## config.mk

```make
export PLATFORM = sky130hd
export DESIGN_NAME = bat_amateur_regbank
export DESIGN_NICKNAME = d
export VERILOG_FILES = /design/src/rtl/bat_amateur_regbank.sv
export SDC_FILE = /design/constraint.sdc
export NUM_CORES = 1
export LEC_CHECK = 0
export CAP_MARGIN = 15
export CORE_MARGIN = 2
export CORE_UTILIZATION = 60
export CTS_CLUSTER_DIAMETER = 80
export DETAILED_ROUTE_END_ITERATION = 6
export GPL_ROUTABILITY_DRIVEN = 1
export GPL_TIMING_DRIVEN = 0
export MAX_ROUTING_LAYER = met4
export PLACE_DENSITY = 0.86
export SKIP_CTS_REPAIR_TIMING = 1
export SLEW_MARGIN = 20
export SYNTH_ARGS = -nofsm -noshare
export SYNTH_HDL_FRONTEND = slang
export SYNTH_SLANG_ARGS = --single-unit
```

## constraint.sdc

```tcl
create_clock -name CLK -period 4.31 [get_ports CLK]
set_input_delay 0.862 -clock CLK [delete_from_list [all_inputs] [get_ports CLK]]
set_output_delay 0.862 -clock CLK [all_outputs]
set_load 0.05 [all_outputs]
```

## src/rtl/bat_amateur_regbank.sv

```systemverilog
// bat_amateur_regbank: register bank on the controller's INC/RW/EN strobes,
// with a shared bus, an output handshake register and sticky error flags.
module bat_amateur_regbank #(
    parameter int WIDTH   = 8,
    parameter int NREGS   = 8,
    parameter int OUT_IDX = NREGS - 1
) (
    input  logic             CLK,
    input  logic             RST,
    input  logic [NREGS-1:0] REGS_INC,
    input  logic [NREGS-1:0] REGS_RW,
    input  logic [NREGS-1:0] REGS_EN,
    input  logic [WIDTH-1:0] BUS_IN,
    output logic [WIDTH-1:0] BUS_OUT,
    output logic             BUS_DRIVE,
    output logic             BUS_CONFLICT,
    output logic [WIDTH-1:0] OUT_DATA,
    output logic             OUT_VALID,
    input  logic             OUT_READY,
    output logic             OUT_OVERRUN,
    input  logic             CLR_ERR
);
    typedef enum logic {IDLE, FULL} state_t;

    logic [NREGS-1:0][WIDTH-1:0] regs_q, regs_d;
    state_t                      state_q, state_d;
    logic                        conflict_q, conflict_d;
    logic                        overrun_q, overrun_d;
    logic [NREGS-1:0]            drv, load;
    logic                        out_upd;

    assign drv  = REGS_EN & ~REGS_RW;
    assign load = REGS_EN & REGS_RW;
    assign out_upd = load[OUT_IDX] | REGS_INC[OUT_IDX];

    // Scan downward so the lowest-index driver is the last one written.
    always_comb begin
        BUS_OUT = '0;
        for (int i = NREGS - 1; i >= 0; i--)
            if (drv[i]) BUS_OUT = regs_q[i];
    end

    always_comb begin
        regs_d = regs_q;
        for (int i = 0; i < NREGS; i++)
            regs_d[i] = load[i] ? BUS_IN : REGS_INC[i] ? regs_q[i] + WIDTH'(1) : regs_q[i];
    end

    always_comb begin
        state_d    = state_q;
        overrun_d  = overrun_q & ~CLR_ERR;
        conflict_d = ((drv & (drv - NREGS'(1))) != '0) | (conflict_q & ~CLR_ERR);
        case (state_q)
            IDLE: state_d = out_upd ? FULL : IDLE;
            FULL: begin
                state_d   = (out_upd || !OUT_READY) ? FULL : IDLE;
                overrun_d = (out_upd & ~OUT_READY) | overrun_d;
            end
            default: state_d = IDLE;
        endcase
    end

    always_ff @(posedge CLK or negedge RST) begin
        if (!RST) begin
            regs_q     <= '0;
            state_q    <= IDLE;
            conflict_q <= 1'b0;
            overrun_q  <= 1'b0;
        end else begin
            regs_q     <= regs_d;
            state_q    <= state_d;
            conflict_q <= conflict_d;
            overrun_q  <= overrun_d;
        end
    end

    assign BUS_DRIVE    = |drv;
    assign BUS_CONFLICT = conflict_q;
    assign OUT_DATA     = regs_q[OUT_IDX];
    assign OUT_VALID    = (state_q == FULL);
    assign OUT_OVERRUN  = overrun_q;
endmodule

```

==> metrics.yaml <==
power_density_nw_per_um2: 443
avgSynthCellArea_um2: 8.86
tightest_slew_ps: 583
synth_area_leader_cell: "dfrtp_1"
antenna_found_initial: 0
viasPerCell: 6.20
worst_clock_skew_ps: 5.78
nets: 585
cp_max_fo: 10
yosysUniqueCellTypes: 43
setup_viol_count_final: 0
die_w_um: 89.1
synth_edf_count: 0
totalWireLength_mm: 11.5
drv_slew: 0
crit_path_start_kind: "input port"
fmax_mhz: 240
critPathCaptureType: "output pin"
drt-wirelength-per-cell_um: 17.8
cp_data_arrival_time_ps: 3300
cellLeakagePower_nw: 2.15
critPathKind: "input port to output pin"
syn_inst: 490
synth_top_area_frac: 0.386
period_share: 0.965
h-tree-depth: 3
drtIter0Drc: 370
initial_utilization: 0.608
root_buffer: "clkbuf_8"
ys_seq_elements: 67
drt_pass1_iterations: 5
io_pins: 56
syn_to_final_growth_pct: 17.0
hpwlAfterDp_mm: 8.33
remaining_drc_errors: 0
first_global_vias: 3676
die_area_um2: 7930
min_period_ps: 4160
drive_above_1_share: 0.125
grt_use_total: 0.316
synth.area.top_cells: "dfrtp_1, xor2_1, nand2_1"
irDropWorstVdd_mv: 0.247
finalSetupTns_ps: 0
insertion_delay_ps: 360
slew_headroom: 0.611
gp_congestion: 1.01
final_util: 0.712
clk_pin_slew_ps: 70
die_h_um: 89.1
hold_viol: 0
run_status: "completed"
yosysWarnings: 0
synth_area_um2: 4340
gr-total-overflow: 0
core_area_um2: 7140
pre_cts_slack_ps: 187
cts.path.max_buffers: 2
cp_data_required_time_ps: 3450
seq_area_frac_synth: 0.386
tritoncts: "done"
rows: 31
clock_sinks: 67
numCtsBuffers: 9
rsz0062_at_grt: "no"
hp-class: "input port to asynchronous set/reset pin"
port_buffers: 39
holdWs_ps: 429
setup_slack_ps: 150
ys_dominant_reg_cell: "dfrtp_1"
postRouteAntennaNets: 0
async_reset_ff_frac: 1.00
grt_max_degree: 38
syn_nets: 534
diodes: 0
vias: 3996
grt_first_pass_wirelength_mm: 18.2
maxCapViolations: 0
==> through the flow <==
| step | instance area [µm²] | total power (W) | std cells |
|---|---|---|---|
| floorplan | 4340 | 0.00146 | 490 |
| detailed placement | 4870 | 0.00172 | 629 |
| finish | 5080 | 0.00225 | 645 |
| global route | 5080 | 0.00237 | 645 |
| global placement | 4860 | 0.00168 | 628 |
| CTS | 5080 | 0.00225 | 645 |
==> cells by family after synthesis <==
family / share of synthesized area
AOI/OAI and AO/OA: 0.177
adders and majority gates: 0.0231
DFF: 0.386
xor gates and xnor gates: 0.113
buffers and inverters: 0.0628
muxes: 0.0184
and+or+nand+nor: 0.220
==> routing by layer <==
metal  routed length, µm  vias up  track usage  part of all wire
met2                5380      202        0.482              0.47
met1                4830     1933        0.416              0.42
met4                 345        0        0.125             0.030
met5                   0        -            -                 0
met3                 929       30       0.0665             0.081
li1                    -     1831            -                 -
==> cell usage after synthesis (6+ instances only) <==
| library cell | instances |
|---|---|
| and2_1 | 8 |
| clkbuf_1 | 19 |
| buf_2 | 10 |
| a221oi_1 | 8 |
| and3_1 | 21 |
| o221ai_1 | 9 |
| a22oi_1 | 8 |
| ha_1 | 8 |
| mux2i_1 | 8 |
| dfrtp_1 | 67 |
| buf_4 | 15 |
| nor2_1 | 8 |
| xor2_1 | 45 |
| o21ai_1 | 7 |
| nor2b_1 | 6 |
| nand2b_1 | 6 |
| o21ai_0 | 65 |
| xnor2_1 | 11 |
| and3b_2 | 7 |
| nand2_1 | 92 |
| a41o_2 | 6 |
| a211o_1 | 8 |
| nand4_1 | 24 |
==> critical path, cell delays in order <==
cell,delay (ps)
clkdlybuf4s50_1,520
nand2b_2,250
buf_6,150
a41o_2,250
a221oi_1,410
o21ai_1,140
clkdlybuf4s50_1,720
==> power breakdown <==
group / internal (W) / total [W] / leakage, nW / switching, W
Combinational: 0.000320 / 0.000733 / 1.23 / 0.000413
Clock: 0.000282 / 0.000528 / 0.102 / 0.000245
Sequential: 0.000780 / 0.000989 / 0.814 / 0.000210
Total: 0.00138 / 0.00225 / 2.15 / 0.000868
==> area by class of cell <==
cell class              count  area (µm²)
plain buffers              49         269
clock buffers              10         138
clock inverters             6        65.1
fillers                   588        2060
inverters                   1        3.75
multi-input cells         373        2390
flip-flops and latches     67        1680
well taps                  99         124
repair buffers             40         408
==> state kept, by name, indices dropped and copies added (netlist names) <==
register      flops
OUT_DATA          8
OUT_OVERRUN       1
OUT_VALID         1
BUS_CONFLICT      1
regs_q           56
==> cells in the final DEF (no fill, tap or decap), drive strengths merged, types with 2 or more instances in the layout <==
master / count
a221oi: 8
clkinv: 4
o221ai: 9
a41o: 7
nand2b: 7
nor2: 8
a22oi: 8
a21oi: 2
clkbuf: 30
ha: 8
o21ai: 72
buf: 31
nand4: 24
and3: 21
dfrtp: 67
nor2b: 6
xnor2: 11
and3b: 7
nor3: 2
mux2i: 8
a211o: 8
and2: 9
xor2: 45
nand3: 3
clkdlybuf4s50: 38
nand2: 92
==> final timing paths <==
| kind | start | cells after the start | slack (ps) | endpoint |
|---|---|---|---|---|
| setup / recovery | REGS_RW[5] | 7 | 150 | BUS_OUT[5] |
| hold / removal | RST | 1 | 430 | regs_q[19]$_DFFE_PN0P_ |
| hold reg to reg | OUT_OVERRUN$_DFF_PN0_ | 1 | 500 | OUT_OVERRUN$_DFF_PN0_ |
| min in group CLK | OUT_OVERRUN$_DFF_PN0_ | 1 | 500 | OUT_OVERRUN$_DFF_PN0_ |
| setup reg to reg | regs_q[8]$_DFFE_PN0P_ | 5 | 2940 | regs_q[14]$_DFFE_PN0P_ |
| max in group asynchronous | RST | 2 | 3350 | regs_q[10]$_DFFE_PN0P_ |
No activity file was read; power rests on OpenSTA's default activity.
